File: src/rtl/sm_bus_pkg.sv
// Shared types and default sizes for the two-master data-memory bus arbiter.
package sm_bus_pkg;

  localparam int SM_BUS_ADDR_W    = 32;
  localparam int SM_BUS_DATA_W    = 32;
  localparam int SM_BUS_MAX_BURST = 4;

  typedef enum logic [1:0] {
    OWN_NONE = 2'd0,
    OWN_M0   = 2'd1,
    OWN_M1   = 2'd2
  } owner_t;

  // 1-bit master index used for `last` and the picker result
  localparam logic SEL_M0 = 1'b0;
  localparam logic SEL_M1 = 1'b1;

endpackage

File: src/rtl/sm_bus_arbiter_rr_pick.sv
// Combinational 2-way round-robin picker: on a tie the master that did not win last goes.
module sm_rr_pick (
  input  logic [1:0] eff,
  input  logic       last,
  output logic       valid,
  output logic       winner
);

  always_comb begin
    valid  = |eff;
    winner = (eff == 2'b11) ? ~last : eff[1];
  end

endmodule

File: src/rtl/sm_bus_arbiter.sv
// Two-master round-robin arbiter for the data-memory bus with bounded locked bursts
// and registered per-master read data return.
module sm_bus_arbiter
  import sm_bus_pkg::*;
#(
  parameter int ADDR_W    = SM_BUS_ADDR_W,
  parameter int DATA_W    = SM_BUS_DATA_W,
  parameter int MAX_BURST = SM_BUS_MAX_BURST
) (
  input  logic              clk,
  input  logic              rst_p,
  input  logic              m0_req,
  input  logic              m0_lock,
  input  logic              m0_we,
  input  logic [ADDR_W-1:0] m0_addr,
  input  logic [DATA_W-1:0] m0_wdata,
  output logic              m0_gnt,
  output logic              m0_rvalid,
  output logic [DATA_W-1:0] m0_rdata,
  input  logic              m1_req,
  input  logic              m1_lock,
  input  logic              m1_we,
  input  logic [ADDR_W-1:0] m1_addr,
  input  logic [DATA_W-1:0] m1_wdata,
  output logic              m1_gnt,
  output logic              m1_rvalid,
  output logic [DATA_W-1:0] m1_rdata,
  output logic [ADDR_W-1:0] dataMemory_address,
  output logic              dataMemory_writeEnable,
  output logic [DATA_W-1:0] dataMemory_writeData,
  input  logic [DATA_W-1:0] dataMemory_readData
);

  localparam logic [7:0] BURST_LIM = 8'(MAX_BURST - 1);

  owner_t            owner_q, owner_d;
  logic              last_q, last_d;
  logic [7:0]        burst_cnt_q, burst_cnt_d;
  logic              rvalid0_q, rvalid0_d, rvalid1_q, rvalid1_d;
  logic [DATA_W-1:0] rdata0_q, rdata0_d, rdata1_q, rdata1_d;

  logic [1:0] eff;
  logic       pick_valid, pick_winner;
  logic       stay;

  // The owner only keeps competing while it signals lock; a plain req is its finished beat.
  assign eff[0] = (owner_q == OWN_M0) ? (m0_req & m0_lock) : m0_req;
  assign eff[1] = (owner_q == OWN_M1) ? (m1_req & m1_lock) : m1_req;

  sm_rr_pick u_pick (
    .eff    (eff),
    .last   (last_q),
    .valid  (pick_valid),
    .winner (pick_winner)
  );

  always_comb begin
    stay = 1'b0;
    unique case (owner_q)
      OWN_M0:  stay = eff[0] & (~m1_req | (burst_cnt_q < BURST_LIM));
      OWN_M1:  stay = eff[1] & (~m0_req | (burst_cnt_q < BURST_LIM));
      default: stay = 1'b0;
    endcase
  end

  // State register
  always_ff @(posedge clk or posedge rst_p) begin
    if (rst_p) begin
      owner_q     <= OWN_NONE;
      last_q      <= SEL_M1;
      burst_cnt_q <= 8'd0;
    end else begin
      owner_q     <= owner_d;
      last_q      <= last_d;
      burst_cnt_q <= burst_cnt_d;
    end
  end

  // Next-state decision
  always_comb begin
    owner_d     = owner_q;
    last_d      = last_q;
    burst_cnt_d = burst_cnt_q;
    if (stay) begin
      burst_cnt_d = (burst_cnt_q == 8'hFF) ? burst_cnt_q : burst_cnt_q + 8'd1;
    end else begin
      if (pick_valid) begin
        owner_d = (pick_winner == SEL_M1) ? OWN_M1 : OWN_M0;
        last_d  = pick_winner;
      end else begin
        owner_d = OWN_NONE;
      end
      if (owner_d != owner_q) burst_cnt_d = 8'd0;
    end
  end

  // Grant and bus outputs straight from the owner register
  always_comb begin
    m0_gnt                 = 1'b0;
    m1_gnt                 = 1'b0;
    dataMemory_address     = '0;
    dataMemory_writeEnable = 1'b0;
    dataMemory_writeData   = '0;
    unique case (owner_q)
      OWN_M0: begin
        m0_gnt                 = 1'b1;
        dataMemory_address     = m0_addr;
        dataMemory_writeEnable = m0_we;
        dataMemory_writeData   = m0_wdata;
      end
      OWN_M1: begin
        m1_gnt                 = 1'b1;
        dataMemory_address     = m1_addr;
        dataMemory_writeEnable = m1_we;
        dataMemory_writeData   = m1_wdata;
      end
      default: ;
    endcase
  end

  always_comb begin
    rvalid0_d = (owner_q == OWN_M0) & ~m0_we;
    rvalid1_d = (owner_q == OWN_M1) & ~m1_we;
    rdata0_d  = rvalid0_d ? dataMemory_readData : rdata0_q;
    rdata1_d  = rvalid1_d ? dataMemory_readData : rdata1_q;
  end

  always_ff @(posedge clk or posedge rst_p) begin
    if (rst_p) begin
      rvalid0_q <= 1'b0;
      rvalid1_q <= 1'b0;
      rdata0_q  <= '0;
      rdata1_q  <= '0;
    end else begin
      rvalid0_q <= rvalid0_d;
      rvalid1_q <= rvalid1_d;
      rdata0_q  <= rdata0_d;
      rdata1_q  <= rdata1_d;
    end
  end

  assign m0_rvalid = rvalid0_q;
  assign m1_rvalid = rvalid1_q;
  assign m0_rdata  = rdata0_q;
  assign m1_rdata  = rdata1_q;

endmodule
File: config.mk
export PLATFORM = sky130hd
export DESIGN_NAME = sm_bus_arbiter
export DESIGN_NICKNAME = d
export VERILOG_FILES = /design/src/rtl/sm_bus_pkg.sv /design/src/rtl/sm_bus_arbiter_rr_pick.sv /design/src/rtl/sm_bus_arbiter.sv
export SDC_FILE = /design/constraint.sdc
export NUM_CORES = 1
export LEC_CHECK = 0
export ABC_AREA = 1
export BUFFER_PORTS_ARGS = -buffer_cell sky130_fd_sc_hd__buf_2
export CORE_MARGIN = 8
export CORE_UTILIZATION = 35
export CTS_CLUSTER_SIZE = 28
export DETAILED_ROUTE_END_ITERATION = 12
export HOLD_SLACK_MARGIN = 0.08
export PLACE_DENSITY = 0.71
export SKIP_LAST_GASP = 1
export SYNTH_ARGS = -nofsm -noshare
export SYNTH_HDL_FRONTEND = slang
export SYNTH_SLANG_ARGS = --single-unit
File: constraint.sdc
create_clock -name clk -period 4.35 [get_ports clk]
set_input_delay 0.435 -clock clk [delete_from_list [all_inputs] [get_ports clk]]
set_output_delay 0.435 -clock clk [all_outputs]
set_load 0.02 [all_outputs]
==> run_results.csv, run 1 <==
group,metric,value,unit
status,status,"completed",
synthesis,synth_cell_type_count,24,
timing,grt_setup_unrepaired,"false",
clock_tree,cts_resized,0,
synthesis,yosys_register_bits,77,
floorplanning,fp-row-count,39,
synthesis,post-synth-top-area-fraction,0.4637,
setup_path,worstPathMaxFanout,42,
timing,timing.fmax,345.9,MHz
floorplanning,core-area,11420,sq um
timing,tns,0,ns
power,totalPowerFinal,4.439,mW
synthesis,synth_enable_flop_cells,0,
cells_and_area,drive_gt1_frac,0.3900,
timing,final-max-slew-violation-count,0,
timing,clock_skew,0.003583,ns
clock_tree,cts_max_path_buffers,2,
hold_path,worstHoldPathType,"in -> async",
grt,antenna_found_initial,3,
placed_design,port_buffers,300,
synthesis,synth_commonest_cells,"226 x sky130_fd_sc_hd__nand2_1, 76 x sky130_fd_sc_hd__dfrtp_1, 65 x sky130_fd_sc_hd__a21oi_1, 65 x sky130_fd_sc_hd__o21ai_0, 49 x sky130_fd_sc_hd__inv_1",
drt,met2RoutedLength,7724,microns
power,static-leakage-power,3.455,nW
drt,drtIter0Drc,312,
drt,met3WireLength,1584,microns
grt,grt_resource_usage_total,0.2014,
setup_path,crit_type,"reg -> out",
synthesis,synthXorXnorAreaFrac,0.006406,
synthesis,share_of_the_yosys_chip_area_belonging_to_registers,0.4701,
synthesis,synth_async_reset_ratio,1.000,
synthesis,synth.net_count,743,
drt,routed.top_layer,"met4",
timing,final_critical_path_required_period,2.891,ns
timing,setup_slack,1.459,ns
floorplanning,top_level_ports,301,
clock_tree,cts.clk_slew.worst_paths,0.06,ns
clock_tree,cts-hold-fix-buffers,0,
grt,grt_first_pass_wirelength,25150,microns
floorplanning,dieArea,15440,sq um
synthesis,yosys-top-cells-area,"sky130_fd_sc_hd__dfrtp_1 46%, sky130_fd_sc_hd__nand2_1 21%, sky130_fd_sc_hd__a21oi_1 7.9%, sky130_fd_sc_hd__o21ai_0 7.9%, sky130_fd_sc_hd__inv_1 4.5%",
synthesis,dominant_combinational_cell_family_by_area_after_synthesis,"simple AND/OR/NAND/NOR gates",
setup_path,crit_start,"owner_q[1]",
drt,wirelength_met1,6601,microns
synthesis,synth-simple-area-share,0.2730,
setup_path,critical_path_rt,3.91,ns
clock_tree,postCtsSetupBuffers,0,
drt,drtAntennaViolNets,0,
timing,worst_slew_pin_slew,1.035,ns
synthesis,synth_most_common_cell,"sky130_fd_sc_hd__nand2_1",
synthesis,synth.avg_cell_area,7.170,sq um
clock_tree,cts_inserted_buffers,9,
clock_tree,cts.sinks,77,
synthesis,synth.largest_area_cell,"sky130_fd_sc_hd__dfrtp_1",
clock_tree,tritoncts,"built",
grt,pin_count_of_the_biggest_net_entering_global_routing,65,
drt,detailroute.via_count,4690,
clock_tree,clk_root_buffer_cell,"sky130_fd_sc_hd__clkbuf_16",
clock_tree,insertion_delay,0.33,ns
setup_path,cp.arrival,2.46,ns
drt,drc,0,
power,ir_worst_vdd,0.0004064,V
cells_and_area,post-route-util,0.5247,
timing,min_period_over_period,0.6645,
floorplanning,dieWidth,124.3,microns
cells_and_area,finish.instance_area,5991,sq um
grt,first_global_vias,4554,
synthesis,yosys_warnings,0,
setup_path,worst_setup_path_end_kind,"output port",
synthesis,synth_cells,572,
synthesis,post_synth_fa_ha_maj_area_fraction,0.009152,
placed_design,gp_congestion,0.9347,
floorplanning,die_h,124.3,microns
placed_design,post_dp_cell_area,5689,sq um
synthesis,synth_compound_area_frac,0.1626,
cells_and_area,final_nets,1025,
placed_design,hpwl,13010,microns
cells_and_area,area.growth.synth_to_final,46.06,%
synthesis,synth-main-ff-cell,"sky130_fd_sc_hd__dfrtp_1",
power,power_density,741.0,nW/um^2
placed_design,detailedPlace.worstSlack,1.724,ns
drt,first_pass_iters,7,
setup_path,crit_path_start_kind,"flop",
clock_tree,h_tree_depth,3,
timing,final-setup-viol-count,0,
drt,routed_via_density,4.667,
synthesis,muxShareOfSynthArea,0,
run,maxCapViolCount,0,
timing,final_hold_viol_count,0,
drt,wire_per_inst,16.23,microns
floorplanning,start_util,0.3592,
drt,detailed_route_wl,16320,microns
synthesis,mappedNetlistArea,4101,sq um
timing,worst_slew_margin_rel,0.3103,
setup_path,worstReg2RegStart,"owner_q[0]",
grt,grt_overflow_total,0,
[kinds of logic (layout without fill, tap and decap cells)]
family / after synthesis / after routing
flip-flops: 77 / 77
XOR/XNOR: 3 / 3
AO/OA/AOI/OAI: 133 / 133
other: 0 / 3
adder cells (fa/ha/maj): 3 / 3
AND/OR/NAND/NOR: 271 / 271
buffers and inverters: 85 / 372
[cells in the final DEF, fill, tap and decap left out, types with 4 or more instances in the layout]
master                        n
sky130_fd_sc_hd__a21oi_1     65
sky130_fd_sc_hd__buf_2      300
sky130_fd_sc_hd__buf_4        4
sky130_fd_sc_hd__clkbuf_16    9
sky130_fd_sc_hd__dfrtp_1     76
sky130_fd_sc_hd__inv_1       48
sky130_fd_sc_hd__inv_2        4
sky130_fd_sc_hd__nand2_1    226
sky130_fd_sc_hd__nand3_1     22
sky130_fd_sc_hd__nor2_1      10
sky130_fd_sc_hd__o21ai_0     65
[worst max-delay path, stage by stage (launching register included)]
cell and delay [ns]:
sky130_fd_sc_hd__dfrtp_1 0.40, sky130_fd_sc_hd__inv_1 0.14, sky130_fd_sc_hd__ha_2 0.74, sky130_fd_sc_hd__buf_4 0.41, sky130_fd_sc_hd__nand2_1 0.09, sky130_fd_sc_hd__a21oi_1 0.15
sky130_fd_sc_hd__buf_2 0.18
[state kept, by name (all words and copies together) (netlist names)]
register,flops
m1_rdata,32
m1_rvalid,1
burst_cnt_q,8
last_q,1
m0_rvalid,1
owner_q,2
m0_rdata,32
[where the power goes]
group          leakage [nW]  total (mW)  internal, mW  switching [mW]
Clock                 0.143       0.736         0.458           0.278
Combinational          2.34        2.52         0.751            1.77
Sequential            0.972        1.19          1.02           0.166
Total                  3.45        4.44          2.23            2.21
[layer usage]
| metal | vias to the layer above | GRT usage |
|---|---|---|
| li1 | 2374 | - |
| met1 | 2075 | 0.2401 |
| met2 | 216 | 0.3249 |
| met3 | 25 | 0.07489 |
| met4 | 0 | 0.07229 |
| met5 | - | 0 |
[worst paths after layout]
check | slack (ns) | to | depth (start not counted)
worst max-delay path | 1.46 | dataMemory_address[1] | 6
min in group clk | 0.29 | m0_rvalid | 2
worst min-delay path | 0.29 | m0_rdata[17] | 2
max in group asynchronous | 3.07 | m1_rdata[0] | 3
worst max register to register | 1.71 | m1_rdata[10] | 7
worst min register to register | 0.47 | last_q | 2
[through the flow]
stage,instances,hold slack (ns)
global placement,986,0.4576
floorplan,572,0.4422
CTS,1002,0.2801
finish,1005,0.2906
detailed placement,986,0.4621
global route,1005,0.2852
[layout make-up]
class                           instances  area [sq um]
Antenna cell                            3         7.507
Inverter                               52         195.2
Clock inverter                          4         47.55
Timing Repair Buffer                  304          1531
Sequential cell                        77          1928
Multi-Input combinational cell        410          1856
Tap cell                              143         178.9
Clock buffer                           12         246.5
Fill cell                            1160          5428
No activity file was read; power rests on OpenSTA's default activity.
==> run 2, diff against run 1 <==
Settings changed: PLACE_DENSITY 0.71 to 0.74.
Clock period 4.35 ns to 2.6 ns, I/O delays scaled along.
==> run_results.csv, run 2 (synthesis gave the netlist of run 1 again) <==
group,metric,value,unit
timing,clock_skew,0.003294,ns
clock_tree,cts_resized,0,
timing,final-setup-viol-count,0,
timing,timing.fmax,438.5,MHz
timing,tns,0,ns
clock_tree,cts_inserted_buffers,9,
grt,antenna_found_initial,3,
setup_path,crit_path_max_incr_delay,0.39,ns
timing,worst_slew_margin_rel,0.3845,
placed_design,detailedPlace.worstSlack,0.6232,ns
power,combinationalPowerShare,0.562,
setup_path,crit_type,"reg -> out",
power,p_switching,3.695,mW
setup_path,worstPathMaxFanout,57,
timing,grt_setup_unrepaired,"false",
setup_path,timing.critical_path.slowest_stage_cell,"sky130_fd_sc_hd__dfrtp_1",
timing,setup_slack,0.3195,ns
power,ir_worst_vdd,0.0006692,V
hold_path,worstHoldPathType,"in -> reg",
power,p_seq_frac,0.262,
power,static-leakage-power,3.486,nW
drt,first_pass_iters,7,
cells_and_area,fillers,1126,
setup_path,timing.critical_path.cells,"inv_1, ha_2, buf_12, nand2_1, a21oi_1, buf_2",
floorplanning,dieArea,15440,sq um
clock_tree,cts.sinks,77,
drt,detailroute.via_count,4681,
drt,drtAntennaViolNets,0,
clock_tree,cts_max_path_buffers,2,
setup_path,r2r_cells,7,
clock_tree,h_tree_depth,3,
timing,min_period_over_period,0.8771,
placed_design,port_buffers,300,
setup_path,crit_buf_inv,3,
floorplanning,die_h,124.3,microns
placed_design,gp_congestion,0.9256,
grt,grt_overflow_total,0,
run,maxCapViolCount,0,
setup_path,cp.arrival,2.02,ns
timing,worst_slew_pin_slew,0.9232,ns
clock_tree,clk_root_buffer_cell,"sky130_fd_sc_hd__clkbuf_16",
setup_path,critical_path_rt,2.34,ns
cells_and_area,mostFrequentLayoutCell,"sky130_fd_sc_hd__buf_2",
clock_tree,insertion_delay,0.33,ns
timing,final-max-slew-violation-count,0,
power,switching_share,0.4905,
grt,grt_resource_usage_total,0.1980,
drt,drc,0,
timing,final_critical_path_required_period,2.280,ns
cells_and_area,area.growth.synth_to_final,47.71,%
grt,grt_first_pass_wirelength,24840,microns
placed_design,hpwl,12830,microns
status,status,"completed",
power,p_int,3.837,mW
floorplanning,dieWidth,124.3,microns
placed_design,post_dp_cell_area,5727,sq um
clock_tree,postCtsSetupBuffers,0,
drt,drtIter0Drc,340,
drt,detailed_route_wl,16100,microns
cells_and_area,finish.instance_area,6058,sq um
timing,final_hold_viol_count,0,
cells_and_area,final_nets,1026,
grt,pin_count_of_the_biggest_net_entering_global_routing,66,
clock_tree,tritoncts,"built",
setup_path,cp_top_family,"buffers and inverters",
cells_and_area,drive_gt1_frac,0.3912,
cells_and_area,mostFrequentLayoutCells,"300 x sky130_fd_sc_hd__buf_2, 226 x sky130_fd_sc_hd__nand2_1, 76 x sky130_fd_sc_hd__dfrtp_1",
floorplanning,top_level_ports,301,
drt,wire_per_inst,16.02,microns
power,power_density,1243,nW/um^2
setup_path,worst_setup_path_end_kind,"output port",
floorplanning,start_util,0.3592,
hold_path,hold-path-cell-count,2,
power,pwr-share-clk,0.175,
power,totalPowerFinal,7.532,mW
setup_path,crit_path_start_kind,"flop",
floorplanning,fp-row-count,39,
floorplanning,core-area,11420,sq um
grt,first_global_vias,4558,
setup_path,path_depth,6,
clock_tree,cts.clk_slew.worst_paths,0.06,ns
drt,routed_via_density,4.658,
[run 2: cell types whose count changed in the layout (fill, tap and decap cells not counted)]
cell and change:
sky130_fd_sc_hd__dlygate4sd3_1 +1, sky130_fd_sc_hd__bufinv_16 +1, sky130_fd_sc_hd__buf_12 +3, sky130_fd_sc_hd__clkinvlp_4 -1, sky130_fd_sc_hd__clkinv_2 +1, sky130_fd_sc_hd__buf_4 -3, sky130_fd_sc_hd__clkbuf_1 -2
[run 2: area by class of cell]
class / instances / area (sq um) / area share
clock inverters: 5 / 75.07 / 0.01239
flip-flops and latches: 77 / 1928 / 0.3183
repair buffers: 305 / 1579 / 0.2606
diodes: 3 / 7.507 / 0.001239
well taps: 143 / 178.9 / 0.02953
inverters: 52 / 195.2 / 0.03222
clock buffers: 10 / 239.0 / 0.03945
multi-input cells: 410 / 1856 / 0.3063
[run 2: power groups by stage]
stage	Clock [mW]	Sequential [mW]	Combinational (mW)
2_1_floorplan	0	2.56	2.17
3_3_place_gp	0	1.99	4.21
3_5_place_dp	0	1.97	4.27
4_1_cts	1.35	1.97	4.27
5_1_grt	1.37	2.03	4.64
6_report	1.32	1.97	4.24
[run 2: through the flow]
step / util / instances / hold slack [ns]
3_3_place_gp: 0.5015 / 986 / 0.3350
2_1_floorplan: - / 572 / 0.3474
4_1_cts: 0.5299 / 1002 / 0.1149
6_report: 0.5306 / 1005 / 0.1298
3_5_place_dp: 0.5015 / 986 / 0.3404
5_1_grt: 0.5306 / 1005 / 0.1239
[run 2: worst paths after layout]
path,from,end,slack (ns)
max in group asynchronous,rst_p,m1_rdata[20],1.41
worst min register to register,last_q,last_q,0.46
worst min-delay path,m0_we,m0_rvalid,0.13
min in group asynchronous,rst_p,m0_rdata[10],0.52
worst max register to register,owner_q[1],m0_rdata[29],0.65
worst max-delay path,owner_q[1],dataMemory_address[6],0.32
[run 2: metal layers]
layer,track usage,part of all wire
met5,0,0
met4,0.06449,0.014
met3,0.06681,0.093
met2,0.3234,0.47
met1,0.2397,0.42
[run 2: repair_timing]
item	4_1_cts	5_1_grt
hold endpoints to repair	22	0
hold buffers	1	0
setup endpoints to repair	0	0
==> run 3, diff against run 2 <==
Settings changed: SYNTH_HIERARCHICAL set to 1.
==> run_results.csv, run 3 <==
group,metric,value,unit
setup_path,crit_path_max_incr_delay,0.65,ns
setup_path,cp.arrival,1.95,ns
grt,antenna_found_initial,9,
drt,wire_per_inst,16.25,microns
cells_and_area,mostFrequentLayoutCells,"300 x sky130_fd_sc_hd__buf_2, 214 x sky130_fd_sc_hd__nand2_1, 76 x sky130_fd_sc_hd__dfrtp_1",
setup_path,reg2reg_capture_point,"burst_cnt_q[3]",
setup_path,crit_buf_inv,3,
setup_path,crit_type,"reg -> out",
floorplanning,start_util,0.3569,
timing,grt_setup_unrepaired,"false",
timing,tns,0,ns
setup_path,ff2ff_setup_slack,0.49,ns
synthesis,synthXorXnorAreaFrac,0.01511,
power,switching_share,0.4280,
setup_path,critical_path_rt,2.34,ns
power,p_switching,2.755,mW
timing,worst_slew_margin_rel,0.6120,
cells_and_area,finish.instance_area,6115,sq um
placed_design,hpwl,12950,microns
floorplanning,die_h,123.7,microns
synthesis,dominant_combinational_cell_family_by_area_after_synthesis,"simple AND/OR/NAND/NOR gates",
timing,min_period_over_period,0.8511,
setup_path,worst_setup_path_end_kind,"output port",
drt,detailroute.via_count,4659,
power,totalPowerFinal,6.436,mW
placed_design,gp_congestion,0.8689,
clock_tree,cts.sinks,77,
setup_path,r2r_cells,13,
clock_tree,h_tree_depth,3,
cells_and_area,mostFrequentLayoutCell,"sky130_fd_sc_hd__buf_2",
setup_path,worstReg2RegStart,"owner_q[1]",
cells_and_area,final_nets,1015,
synthesis,synth-simple-area-share,0.2541,
cells_and_area,drive_gt1_frac,0.3969,
synthesis,synth.net_count,729,
synthesis,synth-main-ff-cell,"sky130_fd_sc_hd__dfrtp_1",
floorplanning,dieWidth,123.7,microns
placed_design,detailedPlace.worstSlack,0.2457,ns
timing,clock_skew,0.005048,ns
drt,drtIter0Drc,274,
synthesis,synth_async_reset_ratio,1.000,
setup_path,timing.critical_path.cells,"inv_1, ha_4, buf_4, a21oi_1, buf_2",
hold_path,worstHoldPathType,"in -> reg",
setup_path,timing.critical_path.slowest_stage_cell,"sky130_fd_sc_hd__ha_4",
cells_and_area,fillers,1120,
clock_tree,cts_inserted_buffers,9,
timing,final_critical_path_required_period,2.213,ns
hold_path,holdCritStartpoint,"m0_we",
power,ir_worst_vdd,0.0007087,V
grt,pin_count_of_the_biggest_net_entering_global_routing,78,
power,p_int,3.682,mW
drt,first_pass_iters,4,
clock_tree,insertion_delay,0.33,ns
timing,timing.fmax,451.9,MHz
timing,final-setup-viol-count,0,
power,static-leakage-power,3.449,nW
floorplanning,core-area,11370,sq um
synthesis,post_synth_fa_ha_maj_area_fraction,0.009251,
drt,drc,0,
setup_path,cp_top_family,"adder cells",
synthesis,synth_cells,558,
power,power_density,1053,nW/um^2
status,status,"completed",
floorplanning,dieArea,15290,sq um
synthesis,share_of_the_yosys_chip_area_belonging_to_registers,0.4752,
floorplanning,top_level_ports,301,
drt,drtAntennaViolNets,0,
floorplanning,fp-row-count,39,
synthesis,yosys_warnings,6,
cells_and_area,area.growth.synth_to_final,50.69,%
clock_tree,clk_root_buffer_cell,"sky130_fd_sc_hd__clkbuf_16",
grt,grt_first_pass_wirelength,24160,microns
synthesis,synth.largest_area_cell,"sky130_fd_sc_hd__dfrtp_1",
synthesis,synth_most_common_cell,"sky130_fd_sc_hd__nand2_1",
run,maxCapViolCount,0,
synthesis,muxShareOfSynthArea,0,
synthesis,post-synth-top-area-fraction,0.4687,
drt,routed_via_density,4.650,
timing,final-max-slew-violation-count,0,
synthesis,synth_cell_type_count,26,
timing,final_hold_viol_count,0,
placed_design,port_buffers,300,
synthesis,mappedNetlistArea,4058,sq um
grt,grt_resource_usage_total,0.2038,
clock_tree,cts_max_path_buffers,2,
setup_path,crit_path_start_kind,"flop",
synthesis,synth_compound_area_frac,0.1708,
clock_tree,tritoncts,"built",
hold_path,hold-path-cell-count,2,
setup_path,worstPathMaxFanout,59,
drt,detailed_route_wl,16280,microns
synthesis,synth_commonest_cells,"214 x sky130_fd_sc_hd__nand2_1, 76 x sky130_fd_sc_hd__dfrtp_1, 66 x sky130_fd_sc_hd__a21oi_1, 64 x sky130_fd_sc_hd__o21ai_0, 45 x sky130_fd_sc_hd__inv_1",
timing,worst_slew_pin_slew,0.5820,ns
synthesis,synth.avg_cell_area,7.272,sq um
synthesis,yosys_register_bits,77,
power,combinationalPowerShare,0.460,
synthesis,synth_enable_flop_cells,0,
synthesis,yosys-top-cells-area,"sky130_fd_sc_hd__dfrtp_1 47%, sky130_fd_sc_hd__nand2_1 20%, sky130_fd_sc_hd__a21oi_1 8.1%, sky130_fd_sc_hd__o21ai_0 7.9%, sky130_fd_sc_hd__inv_1 4.2%",
placed_design,post_dp_cell_area,5707,sq um
timing,setup_slack,0.3872,ns
power,p_seq_frac,0.307,
grt,grt_overflow_total,0,
clock_tree,cts.clk_slew.worst_paths,0.06,ns
power,pwr-share-clk,0.233,
grt,first_global_vias,4701,
hold_path,hold-path-endpoint,"m0_rvalid",
==> run 3: changes by cell type in the layout (fill, tap and decap cells not counted), sizes merged, moves of 2 or more <==
cell    before  now
bufinv       2    4
o21a         0    2
nand3       24   20
diode        3   10
inv         52   48
xor2         3    7
nand2      230  217
nand4        2    0
buf        304  307
==> run 3: stage by stage <==
stage | utilization | hold WS, ns | instances
2_1_floorplan | - | 0.3483 | 558
3_3_place_gp | 0.5019 | 0.3835 | 975
3_5_place_dp | 0.5019 | 0.3807 | 975
4_1_cts | 0.5347 | 0.1092 | 992
5_1_grt | 0.5374 | 0.1202 | 1000
6_report | 0.5378 | 0.1219 | 1002
==> run 3: cell type report <==
cell class	instances	area (sq um)	share of cell area
flip-flops and latches	77	1928	0.3153
multi-input cells	400	1838	0.3006
repair buffers	308	1602	0.2619
clock buffers	9	225.2	0.03683
inverters	48	180.2	0.02947
well taps	143	178.9	0.02926
clock inverters	7	137.6	0.02251
diodes	10	25.02	0.004092
==> run 3: timing repair <==
| action | in CTS | in global routing |
|---|---|---|
| setup endpoints to repair | 0 | 14 |
| hold buffers | 1 | 0 |
| setup buffers | 0 | 0 |
| endpoints found under the hold margin | 76 | 0 |
| gates resized for setup | 0 | 1 |
==> run 3: logic make-up (layout without fill, tap and decap cells) <==
family / Yosys count / after routing
simple gates: 253 / 253
compound gates: 137 / 137
buf+inv: 81 / 372
flops: 77 / 77
xor+xnor: 7 / 7
fa+ha+maj: 3 / 3
other cells: 0 / 10
==> run 3: power by group through the flow <==
stage	Sequential [mW]	Clock [mW]	Combinational (mW)
after floorplan	2.57	0	1.21
after global placement	1.98	0	2.94
after detailed placement	1.97	0	2.99
after CTS	1.98	1.53	2.99
after global routing	2.04	1.59	3.27
final	1.98	1.50	2.96
==> run 3: layer usage <==
layer  GRT usage  wire, microns
met1      0.2271           5960
met2      0.3297           7845
met3     0.08840           2156
met4     0.09707            304
met5           0             12
==> run 3: worst reg2reg max path, cell delays in order, from the launching register on <==
cell	delay [ns]
sky130_fd_sc_hd__dfrtp_1	0.41
sky130_fd_sc_hd__inv_1	0.12
sky130_fd_sc_hd__ha_2	0.23
sky130_fd_sc_hd__inv_1	0.07
sky130_fd_sc_hd__o21a_1	0.18
sky130_fd_sc_hd__a21oi_1	0.22
sky130_fd_sc_hd__inv_1	0.11
sky130_fd_sc_hd__nand2_1	0.08
sky130_fd_sc_hd__xor2_1	0.16
sky130_fd_sc_hd__nor2_1	0.09
sky130_fd_sc_hd__inv_1	0.10
sky130_fd_sc_hd__nand2_4	0.09
sky130_fd_sc_hd__nand3_1	0.08
sky130_fd_sc_hd__nand2_1	0.06
==> run 3: worst max-delay path by stage <==
stage / startpoint / to / slack (ns) / cells past startpoint
detailed placement: owner_q[0] / burst_cnt_q[5] / 0.25 / 7
global placement: owner_q[0] / burst_cnt_q[7] / 0.28 / 7
finish: owner_q[0] / dataMemory_writeData[1] / 0.39 / 5
CTS: owner_q[0] / dataMemory_writeData[1] / 0.04 / 5
floorplan: rst_p / burst_cnt_q[0] / 0.37 / 1
global route: owner_q[0] / dataMemory_writeData[13] / 0.25 / 5
